<file path="config.mk">
export PLATFORM = sky130hd
export DESIGN_NAME = tlb_op_ctrl
export DESIGN_NICKNAME = d
export VERILOG_FILES = /design/src/rtl/tlb_op_ctrl_pkg.sv /design/src/rtl/tlb_op_ctrl_inv_match.sv /design/src/rtl/tlb_op_ctrl.sv
export SDC_FILE = /design/constraint.sdc
export NUM_CORES = 1
export LEC_CHECK = 0
export ABC_CLOCK_PERIOD_IN_PS = 2000
export CAP_MARGIN = 25
export CORE_MARGIN = 3
export CORE_UTILIZATION = 43
export CTS_BUF_LIST = sky130_fd_sc_hd__clkbuf_4
export CTS_CLUSTER_DIAMETER = 150
export CTS_CLUSTER_SIZE = 8
export DETAILED_ROUTE_END_ITERATION = 10
export GPL_ROUTABILITY_DRIVEN = 0
export PLACE_DENSITY = 0.79
export SLEW_MARGIN = 20
export SYNTH_ARGS = -nofsm -noshare
export SYNTH_HDL_FRONTEND = slang
export SYNTH_SLANG_ARGS = --single-unit
</file>
<file path="constraint.sdc">
create_clock -name clk -period 2 [get_ports clk]
set_input_delay 0.4 -clock clk [delete_from_list [all_inputs] [get_ports clk]]
set_output_delay 0.4 -clock clk [all_outputs]
set_load 0.01 [all_outputs]
</file>
<file path="src/rtl/tlb_op_ctrl_pkg.sv">
// Shared encodings for the TLB management-op sequencer: op codes, INVTLB ops and FSM states.
package tlb_op_ctrl_pkg;

  typedef enum logic [2:0] {
    OP_SRCH = 3'd0,
    OP_RD   = 3'd1,
    OP_WR   = 3'd2,
    OP_FILL = 3'd3,
    OP_INV  = 3'd4
  } op_code_e;

  localparam logic [4:0] INV_ALL0        = 5'd0;
  localparam logic [4:0] INV_ALL1        = 5'd1;
  localparam logic [4:0] INV_GLOBAL      = 5'd2;
  localparam logic [4:0] INV_NONGLOBAL   = 5'd3;
  localparam logic [4:0] INV_ASID        = 5'd4;
  localparam logic [4:0] INV_ASID_VA     = 5'd5;
  localparam logic [4:0] INV_GLOBAL_ASID = 5'd6;

  localparam logic [5:0] PS_HUGE = 6'd21;

  typedef enum logic [3:0] {
    S_IDLE,
    S_SRCH,
    S_SRCH_WB,
    S_RD,
    S_RD_WB,
    S_WR,
    S_INV_RD,
    S_INV_CHK,
    S_DONE
  } state_e;

endpackage

</file>
<file path="src/rtl/tlb_op_ctrl_inv_match.sv">
// Combinational INVTLB entry-match: decides whether one read-back entry is hit by the given INVTLB op.
module tlb_inv_match
  import tlb_op_ctrl_pkg::*;
(
  input  logic [4:0]  inv_op,
  input  logic [9:0]  inv_asid,
  input  logic [18:0] inv_vppn,
  input  logic        ent_e,
  input  logic        ent_g,
  input  logic [9:0]  ent_asid,
  input  logic [18:0] ent_vppn,
  input  logic [5:0]  ent_ps,
  output logic        match
);

  logic va_eq;
  logic asid_eq;
  logic sel;

  // Huge pages cover 2^9 small-page VPPNs, so only the upper VPPN bits are significant.
  always_comb begin
    va_eq   = (ent_ps == PS_HUGE) ? (ent_vppn[18:9] == inv_vppn[18:9])
                                  : (ent_vppn == inv_vppn);
    asid_eq = (ent_asid == inv_asid);
    case (inv_op)
      INV_ALL0, INV_ALL1: sel = 1'b1;
      INV_GLOBAL:         sel = ent_g;
      INV_NONGLOBAL:      sel = ~ent_g;
      INV_ASID:           sel = ~ent_g & asid_eq;
      INV_ASID_VA:        sel = ~ent_g & asid_eq & va_eq;
      INV_GLOBAL_ASID:    sel = (ent_g | asid_eq) & va_eq;
      default:            sel = 1'b0;
    endcase
    match = ent_e & sel;
  end

endmodule

</file>
<file path="src/rtl/tlb_op_ctrl.sv">
// Multi-cycle sequencer for TLBSRCH/TLBRD/TLBWR/TLBFILL/INVTLB: drives the TLB array ports,
// raises the CSR update strobes and holds commit until the op completes.
module tlb_op_ctrl
  import tlb_op_ctrl_pkg::*;
#(
  parameter int TLB_NUM = 16,
  parameter int IDX_W   = 4
) (
  input  logic             clk,
  input  logic             rst_n,
  input  logic             op_valid,
  output logic             op_ready,
  input  logic [2:0]       op_code,
  input  logic [4:0]       inv_op,
  input  logic [9:0]       inv_asid,
  input  logic [18:0]      inv_vppn,
  input  logic [IDX_W-1:0] csr_index,
  output logic             op_done,
  output logic             op_err,
  output logic             tlb_srch_en,
  input  logic             tlb_srch_hit,
  input  logic [IDX_W-1:0] tlb_srch_idx,
  output logic             tlb_rd_en,
  output logic [IDX_W-1:0] tlb_rd_idx,
  input  logic             tlb_rd_e,
  input  logic             tlb_rd_g,
  input  logic [9:0]       tlb_rd_asid,
  input  logic [18:0]      tlb_rd_vppn,
  input  logic [5:0]       tlb_rd_ps,
  output logic             tlb_we,
  output logic             tlb_inv_we,
  output logic [IDX_W-1:0] tlb_w_idx,
  output logic             tlbrd_en,
  output logic             tlbsrch_we,
  output logic             tlbsrch_ne,
  output logic [IDX_W-1:0] tlbsrch_idx
);

  localparam logic [IDX_W-1:0] LAST_IDX = IDX_W'(TLB_NUM - 1);

  state_e           state;
  logic [4:0]       inv_op_q;
  logic [9:0]       inv_asid_q;
  logic [18:0]      inv_vppn_q;
  logic [IDX_W-1:0] scan;
  logic [IDX_W-1:0] rand_idx;
  logic             inv_hit;

  tlb_inv_match u_inv_match (
    .inv_op   (inv_op_q),
    .inv_asid (inv_asid_q),
    .inv_vppn (inv_vppn_q),
    .ent_e    (tlb_rd_e),
    .ent_g    (tlb_rd_g),
    .ent_asid (tlb_rd_asid),
    .ent_vppn (tlb_rd_vppn),
    .ent_ps   (tlb_rd_ps),
    .match    (inv_hit)
  );

  // The array's search/read results only become valid in the cycle after the request,
  // so the fields that depend on them are qualified by state rather than registered.
  assign tlbsrch_ne  = (state == S_SRCH_WB) & ~tlb_srch_hit;
  assign tlbsrch_idx = ((state == S_SRCH_WB) && tlb_srch_hit) ? tlb_srch_idx : '0;
  assign tlb_inv_we  = (state == S_INV_CHK) & inv_hit;

  // Free-running victim pointer for TLBFILL.
  always_ff @(posedge clk or negedge rst_n) begin
    if (!rst_n) begin
      rand_idx <= '0;
    end else begin
      rand_idx <= (rand_idx == LAST_IDX) ? '0 : rand_idx + 1'b1;
    end
  end

  always_ff @(posedge clk or negedge rst_n) begin
    if (!rst_n) begin
      state       <= S_IDLE;
      op_ready    <= 1'b1;
      op_done     <= 1'b0;
      op_err      <= 1'b0;
      tlb_srch_en <= 1'b0;
      tlb_rd_en   <= 1'b0;
      tlb_rd_idx  <= '0;
      tlb_we      <= 1'b0;
      tlb_w_idx   <= '0;
      tlbrd_en    <= 1'b0;
      tlbsrch_we  <= 1'b0;
      inv_op_q    <= '0;
      inv_asid_q  <= '0;
      inv_vppn_q  <= '0;
      scan        <= '0;
    end else begin
      op_done     <= 1'b0;
      op_err      <= 1'b0;
      tlb_srch_en <= 1'b0;
      tlb_rd_en   <= 1'b0;
      tlb_we      <= 1'b0;
      tlbrd_en    <= 1'b0;
      tlbsrch_we  <= 1'b0;
      case (state)
        S_IDLE: begin
          if (op_valid) begin
            op_ready   <= 1'b0;
            inv_op_q   <= inv_op;
            inv_asid_q <= inv_asid;
            inv_vppn_q <= inv_vppn;
            case (op_code)
              OP_SRCH: begin
                state       <= S_SRCH;
                tlb_srch_en <= 1'b1;
              end
              OP_RD: begin
                state      <= S_RD;
                tlb_rd_en  <= 1'b1;
                tlb_rd_idx <= csr_index;
              end
              OP_WR: begin
                state     <= S_WR;
                tlb_we    <= 1'b1;
                op_done   <= 1'b1;
                tlb_w_idx <= csr_index;
              end
              OP_FILL: begin
                state     <= S_WR;
                tlb_we    <= 1'b1;
                op_done   <= 1'b1;
                tlb_w_idx <= rand_idx;
              end
              OP_INV: begin
                if (inv_op > INV_GLOBAL_ASID) begin
                  state   <= S_DONE;
                  op_done <= 1'b1;
                  op_err  <= 1'b1;
                end else begin
                  state      <= S_INV_RD;
                  tlb_rd_en  <= 1'b1;
                  tlb_rd_idx <= scan;
                end
              end
              default: begin
                state   <= S_DONE;
                op_done <= 1'b1;
              end
            endcase
          end
        end
        S_SRCH: begin
          state      <= S_SRCH_WB;
          tlbsrch_we <= 1'b1;
          op_done    <= 1'b1;
        end
        S_RD: begin
          state    <= S_RD_WB;
          tlbrd_en <= 1'b1;
          op_done  <= 1'b1;
        end
        S_SRCH_WB, S_RD_WB, S_WR, S_DONE: begin
          state     <= S_IDLE;
          op_ready  <= 1'b1;
          tlb_w_idx <= '0;
        end
        S_INV_RD: begin
          state     <= S_INV_CHK;
          tlb_w_idx <= scan;
          if (scan == LAST_IDX) begin
            op_done <= 1'b1;
          end
        end
        S_INV_CHK: begin
          if (scan == LAST_IDX) begin
            state     <= S_IDLE;
            op_ready  <= 1'b1;
            scan      <= '0;
            tlb_w_idx <= '0;
          end else begin
            state      <= S_INV_RD;
            scan       <= scan + 1'b1;
            tlb_rd_en  <= 1'b1;
            tlb_rd_idx <= scan + 1'b1;
          end
        end
        default: begin
          state    <= S_IDLE;
          op_ready <= 1'b1;
        end
      endcase
    end
  end

endmodule

</file>
Word-level counts from Yosys, hierarchy flattened
Cells that the tools add are included.

Register bits: 62. Word-level logic and storage cells: 118. Output and inout port bits: 22.

Reduce and logical (&&, ||, !) cells: 16. Mux-type cells: 43. Bitwise gates (word level): 10. Order comparisons: 1. $add $sub $neg: 2. Eq/ne operators: 30.

Operators by type and width (count): $mux W4 (10); $pmux W4 S4 (2); $pmux W4 S2 (3); $eq A10 B10 Y1 (2); $mux W1 (20); $pmux W4 S5 (1); $eq A19 B19 Y1 (1); $eq A4 B3 Y1 const B (4); $eq A5 B3 Y1 const B (3); $eq A4 B4 Y1 const B (3); $eq A5 B2 Y1 const B (2); $add A4 B1 Y4 const B (2); $eq A4 B2 Y1 const B (2); $reduce_or A2 Y1 (4); $and A1 B1 Y1 (6); $eq A3 B2 Y1 const B (2); $eq A6 B5 Y1 const B (1); $ne A3 B1 Y1 const B (2); $pmux W1 S2 (3); $pmux W1 S3 (2); $pmux W1 S6 (1); $eq A5 B1 Y1 const B (1); $gt A5 B3 Y1 const B (1); $logic_not A5 Y1 (1); other kinds (20) (23).

Logic depth before layout (Yosys ltp)
Depth in word-level cells: 6. Depth in mapped cells: 7. Mapped depth without buffers: 6.

Cells and area by module
Synthesis repeated with hierarchy kept, for this count alone.

Cells, all modules: 283. Area total of the unflattened synthesis: 3274.4 sq um.

Modules (own cells, without submodules): tlb_op_ctrl (area an instance 2846.5 sq um, instances 1, cells each 226); tlb_inv_match (area an instance 427.9 sq um, instances 1, cells each 57).

Least setup slack after synthesis
No wires, ideal clock.

Path type: reg2out. Start: reg state[2]. End: out tlb_inv_we. Setup slack: -187 ps. Cell stages (with the launch flop): 7. Required time: 1600 ps. Arrival: 1787 ps. Cells stage by stage: dfrtp_1 buf_4 and4b_1 buf_2 nand4_1 or4_1 o32ai_1.

Word-level cells in the longest chain between the ends: 2.

RTL lines: from (decl) (line tlb_op_ctrl.sv:41) `state_e state;`; from (signal assigned) (line tlb_op_ctrl.sv:78) `state <= S_IDLE;`; from (signal assigned) (line tlb_op_ctrl.sv:110) `state <= S_SRCH;`; from (signal assigned) (line tlb_op_ctrl.sv:114) `state <= S_RD;`; $eq A4 B3 Y1 (line tlb_op_ctrl.sv:65) `assign tlb_inv_we = (state == S_INV_CHK) & inv_hit;`; $and A1 B1 Y1 (line tlb_op_ctrl.sv:65); to (decl) (line tlb_op_ctrl.sv:31) `output logic tlb_inv_we,`.

No other way between the ends.

Worst setup path after layout
Start: in tlb_rd_vppn[17]. End: out tlb_inv_we.

Word-level cells in the longest chain between the ends: 6.

RTL lines: from (decl) (line tlb_op_ctrl.sv:28) `input logic [18:0] tlb_rd_vppn,`; $eq A19 B19 Y1 / $eq A10 B10 Y1 (equally long branches) (line tlb_op_ctrl_inv_match.sv:23, tlb_op_ctrl_inv_match.sv:22); $mux W1 * (line tlb_op_ctrl_inv_match.sv:22) `va_eq = (ent_ps == PS_HUGE) ? (ent_vppn[18:9] == inv_vppn[18:9])`; $and A1 B1 Y1 (on tied branches) (line tlb_op_ctrl_inv_match.sv:31, tlb_op_ctrl_inv_match.sv:30); $pmux W1 S6 * (line tlb_op_ctrl_inv_match.sv:25) `case (inv_op)`; $and A1 B1 Y1 * (line tlb_op_ctrl_inv_match.sv:34) `match = ent_e & sel;`; $and A1 B1 Y1 * (line tlb_op_ctrl.sv:65).

Every way passes the cells marked *; elsewhere a longest branch is shown, timed or not.

==> flow_metrics.env <==
export IMPL_synth_area_sq_um=3160
export IMPL_num_vias=2655
export IMPL_worst_path_largest_cell_delay_ps=490
export IMPL_rrSetupSlack_ps=100
export IMPL_synth_top_area_cell="dfrtp_1"
export IMPL_wl_per_cell_um=15.7
export IMPL_row_count=30
export IMPL_synth_edff_count=0
export IMPL_rsz0062_at_grt="yes"
export IMPL_final_min_clock_period_ps=2530
export IMPL_antenna_found_initial=0
export IMPL_cp_slowest_cell="or4_1"
export IMPL_synth_area_leaders="dfrtp_1 48%, mux2_2 14%, xnor2_1 6.7%"
export IMPL_crit_required_ps=1600
export IMPL_grt_pass1_wl_um=13500
export IMPL_crit_fanout=1
export IMPL_syn_inst=276
export IMPL_syn_nets=364
export IMPL_ys_seq_elements=62
export IMPL_grt_pass1_vias=2785
export IMPL_max_freq_mhz=396
export IMPL_path_delay_family="simple AND/OR/NAND/NOR gates"
export IMPL_cts_made_buffers=9
export IMPL_power_leakage_nw=2.14
export IMPL_ios=108
export IMPL_seq_area_frac_synth_pct=49.1
export IMPL_layout_drive_gt1_share_pct=28.6
export IMPL_tightest_slew_ps=335
export IMPL_fin_crit_sh_pct=126
export IMPL_path_cells="clkdlybuf4s50_1 > xor2_1 > nor2_1 > nand4_1 > or4_1 > o32ai_2 > buf_2"
export IMPL_final_max_slew_violation_count=0
export IMPL_fin_util_pct=69.9
export IMPL_hold_violations=0
export IMPL_synthArstFlopShare_pct=100
export IMPL_setup_violations=1
export IMPL_initial_core_util_pct=45.5
export IMPL_start_kind="input port"
export IMPL_remaining_drc_errors=0
export IMPL_synth_top_area_share_pct=48.3
export IMPL_ant_nets=0
export IMPL_core_area_sq_um=6940
export IMPL_clk_pin_slew_ps=90
export IMPL_yosysWarnings=0
export IMPL_viasPerCell=5.08
export IMPL_area_growth_pct=53.6
export IMPL_endpoint_kind="output pin"
export IMPL_cts_root_buf="clkbuf_4"
export IMPL_drt_initial_drc_count=98
export IMPL_insertion_delay_ps=390
export IMPL_track_usage_pct=20.0
export IMPL_hold_path_class="reg -> reg"
export IMPL_timing_hold_ws_ps=518
export IMPL_cts_buffer_depth=2
export IMPL_power_total_mw=5.34
export IMPL_die_h_um=91.7
export IMPL_peakVddDrop_uv=601
export IMPL_pre_cts_ws_ps=-985
export IMPL_die_area_sq_um=8410
export IMPL_power_density_nw_per_um2=1100
export IMPL_first_pass_iters=4
export IMPL_clock_sinks=62
export IMPL_h_tree_depth=3
export IMPL_failed_checks="setup timing"
export IMPL_setup_ws_ps=-526
export IMPL_status="complete, but fails checks"
export IMPL_cts_tree="built"
export IMPL_yosysUniqueCellTypes=44
export IMPL_syn_avg_cell_area_sq_um=11.5
export IMPL_die_w_um=91.7
export IMPL_gr_total_overflow=0
export IMPL_dp_hpwl_um=6020
export IMPL_clock_skew_ps=15.1
export IMPL_crit_buf_inv=2
export IMPL_grt_start_max_net_pins=63
export IMPL_drv_cap=0
export IMPL_slew_headroom_pct=77.6
export IMPL_port_buffers=107
export IMPL_finalWirelength_um=8190
export IMPL_synthFlopType="dfrtp_1"
export IMPL_crit_type="in -> out"
export IMPL_nets=510
export IMPL_crit_arrival_ps=2130
export IMPL_n_antenna_cell=0
==> final cells by class <==
type / instances / area [sq um]
well taps: 96 / 120
repair buffers: 146 / 1380
multi-input cells: 195 / 1620
fillers: 521 / 2090
clock buffers: 11 / 82.6
flip-flops and latches: 62 / 1550
clock inverters: 5 / 73.8
inverters: 8 / 32.5
==> registers in the layout, indices dropped and copies added (netlist names), 4 cells and up <==
signal      count
tlb_w_idx       4
state           4
inv_asid_q     10
inv_vppn_q     19
inv_op_q        5
tlb_rd_idx      4
scan            4
rand_idx        4
==> routing by layer <==
| layer | wire, um | GRT usage (%) | part of all wire, % | vias to the layer above |
|---|---|---|---|---|
| met1 | 3310 | 24.2 | 40 | 1279 |
| met4 | 230 | 9.28 | 2.8 | 0 |
| met3 | 384 | 4.35 | 4.7 | 18 |
| met5 | 0 | 0 | 0 | - |
| li1 | - | - | - | 1280 |
| met2 | 4260 | 33.8 | 52 | 78 |
==> worst paths after layout <==
kind / startpoint / endpoint / cells past startpoint
max in group asynchronous: rst_n / op_ready / 3
max: tlb_rd_vppn[17] / tlb_inv_we / 7
min reg2reg: tlb_w_idx[3] / tlb_w_idx[3] / 1
min: tlb_w_idx[3] / tlb_w_idx[3] / 1
max reg2reg: state[2] / tlb_rd_idx[0] / 6
min in group asynchronous: rst_n / inv_vppn_q[12] / 3
==> repair_timing <==
action	4_1_cts	5_1_grt
gates resized for setup	42	10
endpoints found under the hold margin	18	0
setup buffers	4	4
setup endpoints to repair	10	10
hold buffers	1	0
pin swaps	11	6
==> metrics by stage <==
stage | cell area, sq um | setup TNS [ps] | instances
after global routing | 4860 | -620 | 523
final | 4860 | -526 | 523
after CTS | 4820 | -528 | 521
after detailed placement | 4570 | -6990 | 500
after floorplan | 3180 | 0 | 276
after global placement | 4570 | -6530 | 500
==> cells by family after synthesis <==
family,count (synthesis),synth area share [%]
buf+inv,19,2.53
fa+ha+maj,2,0.792
simple gates,71,11.8
compound gates,39,8.55
xor+xnor,33,9.14
flops,62,49.1
mux,50,18.0
==> power breakdown <==
part | switching [mW] | total, mW | internal (mW)
Combinational | 0.884 | 2.32 | 1.43
Clock | 0.427 | 0.956 | 0.529
Sequential | 0.321 | 2.07 | 1.75
==> cells in the final DEF (no fill, tap or decap), types with 4 or more instances in the layout <==
master / instances
xor2_1: 8
buf_6: 4
nand2_1: 14
xnor2_1: 24
nor2_1: 13
nand3_1: 5
buf_2: 6
clkbuf_4: 11
dfrtp_1: 61
buf_4: 33
nand4_1: 6
clkdlybuf4s50_1: 98
mux2_2: 39
mux2i_1: 7
mux2_4: 4
and3_1: 4
inv_1: 7
a21oi_1: 6
o21ai_0: 11
==> cells in the mapped netlist (all sizes together) (2+ instances only) <==
| cell | instances |
|---|---|
| nor2 | 17 |
| mux2 | 43 |
| o21ai | 11 |
| and3 | 5 |
| nor2b | 3 |
| a21oi | 7 |
| nand3 | 5 |
| and4b | 2 |
| a221o | 3 |
| nor4 | 3 |
| buf | 5 |
| a31oi | 3 |
| ha | 2 |
| inv | 8 |
| xnor2 | 24 |
| nor3 | 4 |
| clkbuf | 6 |
| dfrtp | 61 |
| or4 | 3 |
| mux2i | 7 |
| a21o | 2 |
| o22ai | 2 |
| and2 | 4 |
| nand4 | 6 |
| xor2 | 9 |
| nand2 | 15 |
| a211oi | 2 |
No activity file was read; power rests on OpenSTA's default activity.
==> variant: new RTL, same flow settings <==
Encoding of `state_e`: now one-hot (9 bits for 9 states).
--- a/src/rtl/tlb_op_ctrl_pkg.sv
+++ b/src/rtl/tlb_op_ctrl_pkg.sv
@@ -21,12 +21,12 @@
 
-  typedef enum logic [3:0] {
-    S_IDLE,
-    S_SRCH,
-    S_SRCH_WB,
-    S_RD,
-    S_RD_WB,
-    S_WR,
-    S_INV_RD,
-    S_INV_CHK,
-    S_DONE
+  typedef enum logic [8:0] {
+    S_IDLE    = 9'b000000001,
+    S_SRCH    = 9'b000000010,
+    S_SRCH_WB = 9'b000000100,
+    S_RD      = 9'b000001000,
+    S_RD_WB   = 9'b000010000,
+    S_WR      = 9'b000100000,
+    S_INV_RD  = 9'b001000000,
+    S_INV_CHK = 9'b010000000,
+    S_DONE    = 9'b100000000
   } state_e;
Function: same outputs for any inputs over 10 cycles, from zero or initial values and one cycle with rst_n low; not proved beyond that.
==> variant against the original RTL <==
The flow still finishes with violations (negative setup slack). Non-clock buffer count is 26 higher. Routed wire length is 22% higher. Sequential power up 6%. Sequential cell count up 5. Clock skew up 0.0030 ns. Total power up 14%. Critical path depth is the same. Worst setup slack worse by 0.069 ns. Final cell count up 9.8%. Synthesized area rose by 7.8%. Via count up 17%. Final area grew 16%. Largest cell class unchanged.
==> variant: results (changes against the original RTL) <==
- Setup-failing EPs final: 59 (+58)
- Number of nets in the finished design: 558 (+9.4%)
- Number of standard cells in the final layout excluding fillers: 574 (+9.8%)
* Combinational gate power: 2.88 mW (+24%)
- Post-DR vias/cell: 5.40 (+6.4%)
- The wire length the detailed router placed on met1 is 3.76 mm (+13%).
- The global-route met2 utilization was 40.2% (+6.4 points).
- In the synthesized netlist, the cells that appear most often are sky130_fd_sc_hd__dfrtp_1 (65), sky130_fd_sc_hd__mux2_2 (41), sky130_fd_sc_hd__xnor2_1 (23).
- The count of placed standard cells including taps came to 533 (+6.6%).
- DR WL/cell: 17.4 um (+11%)
- The HPWL after detailed placement came to 6.35 mm (+5.5%).
* Part of the Yosys area used for sequential elements: 49.3% (+0.17 points)
* Status: finished with violations
- The sequential fraction of design power is 35.9% (-2.9 points).
* Violations in the final reports: negative setup slack
- Switching Fraction: 32.6% (+2.1 points)
- The first-pass GRT wire length came to 15.6 mm (+15%).
- The routed length on met3 came to 783 um (+100%).
- Met1 routing resource usage after global routing: 24.9% (+0.69 points)
- The latest clock arrival within the worst-skew pair was 0.42 ns (+0.03 ns).
- 1st-pass router iterations: 5 (+1)
* Pre-CTS worst setup slack: -1.06 ns (-0.0780 ns)
* Detail Route met2 WL: 5.21 mm (+22%)
- Registers with the most flip-flops: inv_vppn_q: 19 flops, inv_asid_q: 10 flops, state: 9 flops
- PD cells: 1080 mW/mm2 (-1.7%)
* Critical-path maximum fanout: 2 (+1)
* Initial drt markers: 108 (+10%)
- Critical Path Max Stage Delay: 0.52 ns (+0.03 ns)
- The post-cts sizing count is 60 (+43%).
- The global router's overall resource usage was 22.9% (+2.9 points).
* Fin Clk Skew: 0.0181 ns (+0.00301 ns)
- The number of global-route vias before repair is 3234 (+16%).
- Share of cells above drive strength 1: 35.4% (+6.8 points)
- Leak pwr: 2.40 nW (+12%)
- Pin count of the biggest net entering global routing: 42 (-33%)
- Worst vdd rail ir drop: 0.747 mV (+24%)
- Setup slack of the critical path after layout: -0.595 ns (-0.0691 ns)
- The number of different library cells in the post-synthesis netlist is 47 (+6.8%).
- Total negative setup slack: -9.98 ns (-9.46 ns)
## variant: cell types whose count changed in the layout (fill, tap and decap cells not counted), moves of 4 or more
cell	unedited run	this run
sky130_fd_sc_hd__a21oi_1	6	13
sky130_fd_sc_hd__a2bb2oi_2	0	4
sky130_fd_sc_hd__buf_16	0	5
sky130_fd_sc_hd__buf_4	33	42
sky130_fd_sc_hd__buf_6	4	15
sky130_fd_sc_hd__inv_1	7	2
sky130_fd_sc_hd__nand3_1	5	12
sky130_fd_sc_hd__nor4_4	0	4
sky130_fd_sc_hd__o21ai_0	11	6
## variant: area by class of cell
cell class | count | area, um2
multi-input cells | 218 | 1910
fillers | 470 | 1810
repair buffers | 172 | 1750
flip-flops and latches | 67 | 1680
well taps | 99 | 124
clock inverters | 7 | 92.6
clock buffers | 9 | 67.6
inverters | 2 | 7.51
## variant: final timing paths
check / start / to / slack (ns) / cells after the start
max: tlb_rd_asid[9] / tlb_inv_we / -0.59 / 7
min: op_ready / op_ready / 0.48 / 2
max reg2reg: state[4] / tlb_w_idx[0] / -0.28 / 7
min reg2reg: op_ready / op_ready / 0.48 / 2
max in group asynchronous: rst_n / scan[3] / 1.04 / 3
min in group asynchronous: rst_n / inv_asid_q[6] / 0.51 / 3
## variant: worst min-delay path: stages, from the launching register on
cell	delay, ns
sky130_fd_sc_hd__dfstp_2	0.39
sky130_fd_sc_hd__inv_1	0.04
sky130_fd_sc_hd__a21boi_1	0.05
## variant: logic make-up after synthesis
kind of cell | count (synthesis) | synth area share [%]
AOI/OAI and AO/OA | 47 | 9.15
adders and majority gates | 2 | 0.735
muxes | 45 | 14.7
buffers and inverters | 14 | 1.62
xor gates and xnor gates | 34 | 8.74
DFF | 67 | 49.3
and+or+nand+nor | 90 | 15.7
